===== src/rtl/instr_loader.sv =====
// instr_loader
//
// Writer side of the instruction memory write port. A host byte stream
// (valid/ready) carries a little-endian 32-bit word count N followed by N
// little-endian instruction words. Each assembled word is written to
// instruction memory in a single one-cycle WRITE state. When all N words
// are written the loader raises done so the core can be released. A header
// that asks for more words than the memory holds raises err instead, and
// nothing is written.
//
// Ports:
//   clk, rst        system clock, asynchronous active-high reset
//   start           one-cycle pulse that begins a load session (ignored while busy)
//   rx_valid        byte available on rx_data
//   rx_data         stream byte
//   rx_ready        loader accepts a byte this cycle (HDR and DATA only)
//   mem_we, mem_en  instruction memory write strobe (WRITE state only)
//   mem_addr        byte address of the word being written
//   mem_din         word being written
//   busy            session in progress (HDR, DATA, WRITE)
//   done            load completed; held until the next start or reset
//   err             header word count too large; held until the next start or reset
//   words_loaded    number of words written this session

module instr_loader #(
    parameter int          DEPTH_WORDS = 32,
    parameter logic [31:0] BASE_ADDR   = 32'h0
) (
    input  logic        clk,
    input  logic        rst,
    input  logic        start,
    input  logic        rx_valid,
    input  logic [7:0]  rx_data,
    output logic        rx_ready,
    output logic        mem_we,
    output logic        mem_en,
    output logic [31:0] mem_addr,
    output logic [31:0] mem_din,
    output logic        busy,
    output logic        done,
    output logic        err,
    output logic [15:0] words_loaded
);

    localparam logic [2:0] IDLE  = 3'd0;
    localparam logic [2:0] HDR   = 3'd1;
    localparam logic [2:0] DATA  = 3'd2;
    localparam logic [2:0] WRITE = 3'd3;
    localparam logic [2:0] DONE  = 3'd4;
    localparam logic [2:0] ERR   = 3'd5;

    localparam logic [31:0] DEPTH_LIMIT = 32'(DEPTH_WORDS);

    logic [2:0]  state;
    logic [1:0]  byte_cnt;
    logic [23:0] asm_word;
    logic [15:0] word_target;
    logic [15:0] words_cnt;
    logic        xfer;
    logic [31:0] full_word;
    logic [15:0] next_cnt;

    // The assembly register keeps only the three earlier bytes; the fourth
    // byte is still on rx_data when the word completes, so the complete
    // word is formed combinationally at that moment.
    assign xfer      = rx_valid & rx_ready;
    assign full_word = {rx_data, asm_word};
    assign next_cnt  = words_cnt + 16'd1;

    // Main FSM. The word index and words_loaded always hold the same value,
    // so a single counter serves both roles. The write address and data are
    // registered on the last byte of each word and then simply hold, which
    // keeps them stable outside WRITE. byte_cnt is two bits wide and wraps
    // back to zero by itself on every fourth byte.
    always_ff @(posedge clk or posedge rst) begin
        if (rst) begin
            state       <= IDLE;
            byte_cnt    <= 2'd0;
            asm_word    <= 24'd0;
            word_target <= 16'd0;
            words_cnt   <= 16'd0;
            mem_addr    <= BASE_ADDR;
            mem_din     <= 32'd0;
        end else begin
            case (state)
                IDLE, DONE, ERR: begin
                    if (start) begin
                        state     <= HDR;
                        byte_cnt  <= 2'd0;
                        words_cnt <= 16'd0;
                    end
                end
                HDR: begin
                    if (xfer) begin
                        byte_cnt <= byte_cnt + 2'd1;
                        asm_word <= {rx_data, asm_word[23:8]};
                        if (byte_cnt == 2'd3) begin
                            word_target <= full_word[15:0];
                            if (full_word == 32'd0) begin
                                state <= DONE;
                            end else if (full_word > DEPTH_LIMIT) begin
                                state <= ERR;
                            end else begin
                                state <= DATA;
                            end
                        end
                    end
                end
                DATA: begin
                    if (xfer) begin
                        byte_cnt <= byte_cnt + 2'd1;
                        asm_word <= {rx_data, asm_word[23:8]};
                        if (byte_cnt == 2'd3) begin
                            mem_din  <= full_word;
                            mem_addr <= BASE_ADDR + {14'd0, words_cnt, 2'b00};
                            state    <= WRITE;
                        end
                    end
                end
                WRITE: begin
                    words_cnt <= next_cnt;
                    state     <= (next_cnt == word_target) ? DONE : DATA;
                end
                default: begin
                    state <= IDLE;
                end
            endcase
        end
    end

    // Status and handshake outputs decode straight from the state, so an
    // asynchronous reset takes them to their idle values at once.
    always_comb begin
        rx_ready     = (state == HDR) || (state == DATA);
        mem_we       = (state == WRITE);
        mem_en       = (state == WRITE);
        busy         = (state == HDR) || (state == DATA) || (state == WRITE);
        done         = (state == DONE);
        err          = (state == ERR);
        words_loaded = words_cnt;
    end

endmodule


===== config.mk =====
export PLATFORM = sky130hd
export DESIGN_NAME = instr_loader
export DESIGN_NICKNAME = d
export VERILOG_FILES = /design/src/rtl/instr_loader.sv
export SDC_FILE = /design/constraint.sdc
export NUM_CORES = 1
export LEC_CHECK = 0
export CORE_MARGIN = 2
export CORE_UTILIZATION = 50
export CTS_CLUSTER_SIZE = 28
export DETAILED_ROUTE_END_ITERATION = 7
export PLACE_DENSITY = 0.77
export SYNTH_ARGS = -nofsm -noshare
export SYNTH_HDL_FRONTEND = slang
export SYNTH_SLANG_ARGS = --single-unit

===== constraint.sdc =====
create_clock -name clk -period 3.75 [get_ports clk]
set_input_delay 0.5625 -clock clk [delete_from_list [all_inputs] [get_ports clk]]
set_output_delay 0.5625 -clock clk [all_outputs]
set_load 0.01 [all_outputs]

* Word-level counts from Yosys, hierarchy flattened
Index checks and enable logic that the tools add are counted. Widths: inputs -> output; s select.
Storage, ports and cells: input port bits 12, logic and storage cells 52, register bits after elaboration 109, output and inout port bits 86
Operators by class: reductions and logical operators 14, bitwise logic cells 1, equality and inequality tests 13, multiplexer cells 14, magnitude comparators 1, add/subtract/negate cells 2
Operators with widths (number):
- $gt 32x6->1 const B | 1
- $logic_not 32->1 | 1
- $pmux 16 s2 | 1
- $mux 3 | 8
- $add 16x1->16 const B | 1
- $eq 16x16->1 | 1
- $mux 16 | 1
- $pmux 3 s4 | 1
- $ne 2x2->1 const B | 5
- $reduce_and 3->1 | 3
- $eq 3x2->1 const B | 2
- $eq 3x3->1 const B | 2
- $reduce_and 5->1 | 1
- $mux 2 | 2
- $pmux 2 s2 | 1
- $reduce_and 2->1 | 2
- $reduce_bool 2->1 | 2
- $eq 3x1->1 const B | 1
- $logic_not 3->1 | 1
- $reduce_or 3->1 | 1
- $add 2x1->2 const B | 1
- $eq 2x2->1 const B | 1
- $logic_or 1x1->1 | 2
- $ne 2x1->1 const B | 1
- other kinds (2) | 2

* Longest topological paths before layout
depth after elaboration 6, mapped depth 8, gate-level depth less buffers 7

* Worst setup path before layout
OpenSTA, ideal clock, no wires.
kind reg-to-reg, start point register words_cnt[1], in the netlist words_loaded[1], end point register state[1], buffers on the path 1, data arrival time 2.051 ns, setup slack 1.581 ns, cell stages (with the launch flop) 9, library setup time 0.118 ns, cell sequence dfrtp_1 > ha_1 > and3_1 > buf_4 > nand4_2 > or2_1 > a2111oi_2 > nand4_1 > a21o_1
On the way: cells in the longest elaborated chain, start to end 4
RTL lines:
- from (decl) | RTL line 58 | logic [15:0] words_cnt;
- from (signal assigned) | RTL line 121 | words_cnt <= next_cnt;
- $add 16x1->16 | RTL line 68 | assign next_cnt = words_cnt + 16'd1;
- $eq 16x16->1 | RTL line 122 | state <= (next_cnt == word_target) ? DONE : DATA;
- $mux 3 | RTL line 122
- $pmux 3 s4 | RTL line 85 | case (state)
- to (signal assigned) | RTL line 122
- to (decl) | RTL line 54 | logic [2:0] state;
No other way between the ends. A chain may end at the register's enable or synchronous reset.

* Final worst setup path
start point register state[0], end point output mem_we
On the way: cells in the longest elaborated chain, start to end 1
RTL lines:
- $eq 3x2->1 | RTL line 135 | mem_we = (state == WRITE);
- to (decl) | RTL line 35 | output logic mem_we,
No other way between the ends.

==> results by group <==
Hold path
  – Hold EP: byte_cnt[1]
  – Hold Path Depth: 2
  – Hold wc startpoint: byte_cnt[1]
  – Worst Hold Class: reg2reg

Detailed routing
  – Routed Antenna Nets: 0
  – # DRC: 0
  – WL/cell: 16.6 um
  – DR iter-0 viols: 159
  – Routed WL: around 11000 um
  – Post-detailed-route via-to-cell ratio: approximately 5.6
  – Vias: 3667
  – First-pass detailed-route iteration total: 5

Synthesis
  – XOR/XNOR share of the synthesized area: approximately 3.5%
  – Synth top area cells: dfrtp_1, mux2_2, buf_4
  – Simple-Gate Fraction of Synth Area: roughly 12%
  – Mapped Cells: 448
  – Flops & latches, synth: 109
  – Post-synthesis mux area share: between 10% and 20%
  – Share of the synthesized area in the top cell type: a little over 50%
  – Sequential fraction of the synthesis area: roughly half
  – Compound-Gate Fraction of Synth Area: 8.21%
  – Synth cell types: 56
  – Synth Area in Adders: 0.473%
  – Largest family of logic cells by synthesized area: multiplexers
  – Synthesis Warnings: 0
  – Ys flop type: dfrtp_1
  – Syn avg cell area: 11.8 um^2
  – Synthesized area: 5290 um^2
  – Yosys top cell by area: dfrtp_1
  – Number of flops mapped to enable cells by yosys: 0
  – Synth async-reset ratio: 100%

Timing
  – Final slew viol count: 0
  – Fmax achieved: 0.335 GHz
  – Setup TNS Final: 0 ns
  – RSZ-0062 raised after global routing: false
  – Tcrit/Tclk final: 79.5%
  – Min cycle time layout: a little under 3 ns
  – Final setup vio count: 0
  – Clk_skew: 0.0199 ns
  – Worst slew pin tran: about 1.1 ns
  – Final hold violation count: 0
  – Slew headroom: 29.5%

Clock network
  – H-Tree Depth: 3
  – Postcts setup bufs: 0
  – Worst-skew pair later-pin latency: between 0.3 and 0.4 ns
  – CTS root buffer: clkbuf_8
  – CTS tree: done
  – Bufs on Longest Clock Path: 2
  – Register clock-pin slew on the reported worst setup and hold paths: approximately 0.10 ns
  – Hold Buf Count CTS: 0
  – CTS Buf Count: 9
  – Resized cells post-CTS: 0
  – CTS sink cnt: around 110

Layout
  – Leading cell type in the layout, fill and taps excluded: dfrtp_1
  – Area Overhead vs Synth: 19.8%
  – Diode count: 0
  – Util after Layout: 61.6%
  – Most frequent cells in the layout: dfrtp_1, mux2_2, clkdlybuf4s50_1
  – Number of fill cells: 862
  – Reg area: 2730 um^2
  – Multi-input gate area: between 2000 and 2500 um^2
  – Fin nets: between 500 and 600
  – Share of layout cells above drive strength 1: a little under a quarter

Floorplan
  – Chip height: about 110 um
  – DIE AREA: around 11000 um^2
  – Die width: around 110 um
  – Core ar.: 10300 um^2
  – Core Rows: 37
  – I/O Pins: 98
  – Starting density of the core: 51.4%

Worst setup path
  – Critical Path RT: ~3.2 ns
  – CP max FO: 21
  – Critical R2R Capture: state[1]
  – FF-to-FF Start: words_loaded[0]
  – Critical Path AT: ~2.4 ns
  – Startpoint Class: flip-flop
  – Reg2reg path depth: 7
  – CP Capture Type: output port
  – Critical setup path kind: reg2out
  – Reg2reg setup slack: 1.17 ns

Power and ir drop
  – Worst vdd ir: 0.487 mV
  – Leakage Power: 2.75 nW
  – Power per Cell Area: 744 nW/um^2

Global route
  – Initial antenna violation count: 0
  – Total grt overflow: 0
  – First-pass GRT wire length: about 18000 um
  – Largest net degree at the start of global routing: between 60 and 70
  – Vias in the first global route: about 3600
  – Total GRT Usage: 19.8%

Run status
  – Status: completed

Placed design
  – Gp weighted congestion: 0.899
  – I/O Buffers: 81
  – Final HPWL DP: 7560 um

Run
  – Max-cap violations: 0
[registers in the layout, summed over array words and instances, names as in the netlist]
name          flops
state             3
mem_din          32
byte_cnt          2
words_loaded     16
asm_word         24
mem_addr         16
word_target      16
[final cells by class]
type	count	area share (%)
Clock buffer	9	1.96
Clock inverter	7	1.58
Inverter	4	0.277
Multi-Input combinational cell	304	36.8
Sequential cell	109	43.1
Tap cell	136	2.69
Timing Repair Buffer	86	13.6
[where the power goes]
| part | leakage (nW) | internal [mW] | switching [mW] |
|---|---|---|---|
| Sequential | 1.40 | 1.61 | 0.440 |
| Clock | 0.112 | 0.332 | 0.439 |
| Combinational | 1.24 | 1.10 | 0.797 |
| Total | 2.75 | 3.04 | 1.68 |
[routing by layer]
metal / global-route usage [%] / wire length [um] / vias up
met5: 0 / 0 / -
met4: 6.31 / 199 / 0
met3: 5.78 / 739 / 17
met2: 31.0 / 5040 / 132
met1: 26.7 / 4890 / 1817
li1: - / - / 1701
[metrics by stage]
step / hold WS (ns) / setup slack, ns / instance area (um^2) / std cells / power (mW)
6_report: 0.510 / 0.769 / 6330 / 655 / 4.71
5_1_grt: 0.540 / 0.584 / 6330 / 655 / 5.03
4_1_cts: 0.518 / 0.746 / 6330 / 655 / 4.75
3_5_place_dp: 0.494 / 1.08 / 6110 / 639 / 3.98
3_3_place_gp: 0.471 / 1.13 / 6110 / 639 / 3.91
2_1_floorplan: 0.453 / 0.314 / 5340 / 463 / 3.12
[cells in the mapped netlist (all sizes together), types with 2 or more instances]
cell type,number
a2111oi,4
a21o,2
a21oi,11
a31oi,2
and3,3
and4,3
buf,36
clkbuf,10
dfrtp,109
ha,2
inv,3
mux2,89
nand2,26
nand2b,7
nand3,9
nand4,9
nor2,24
nor2b,7
nor3,4
nor3b,2
nor4,9
o21ai,23
o22a,2
o22ai,4
o31ai,3
o41ai,2
or3,2
xnor2,10
xor2,11
[cell families (layout without fill, tap and decap cells)]
family | count (synthesis) | after routing
other cells | 1 | 16
flops | 109 | 109
buf+inv | 50 | 106
xor+xnor | 21 | 21
fa+ha+maj | 2 | 2
simple gates | 110 | 110
compound gates | 65 | 65
mux | 90 | 90
[how the worst max path moves through the flow]
stage                     startpoint           end  slack [ns]  cells past startpoint
final                       state[0]        mem_we        0.77                      5
after global routing        state[0]        mem_we        0.58                      5
after CTS                   state[0]        mem_we        0.75                      5
after detailed placement    rx_valid  mem_addr[17]        1.08                      6
after global placement      rx_valid   mem_din[23]        1.13                      6
after floorplan                  rst   asm_word[0]        0.31                      1
[worst max-delay path, stage by stage, from the launching register on]
cell and delay, ns:
dfrtp_1 0.53, nor2b_1 0.38, nand2_1 0.09, buf_4 0.22, clkinv_1 0.23, clkdlybuf4s50_1 0.59
Power figures use the tool's default switching activity.
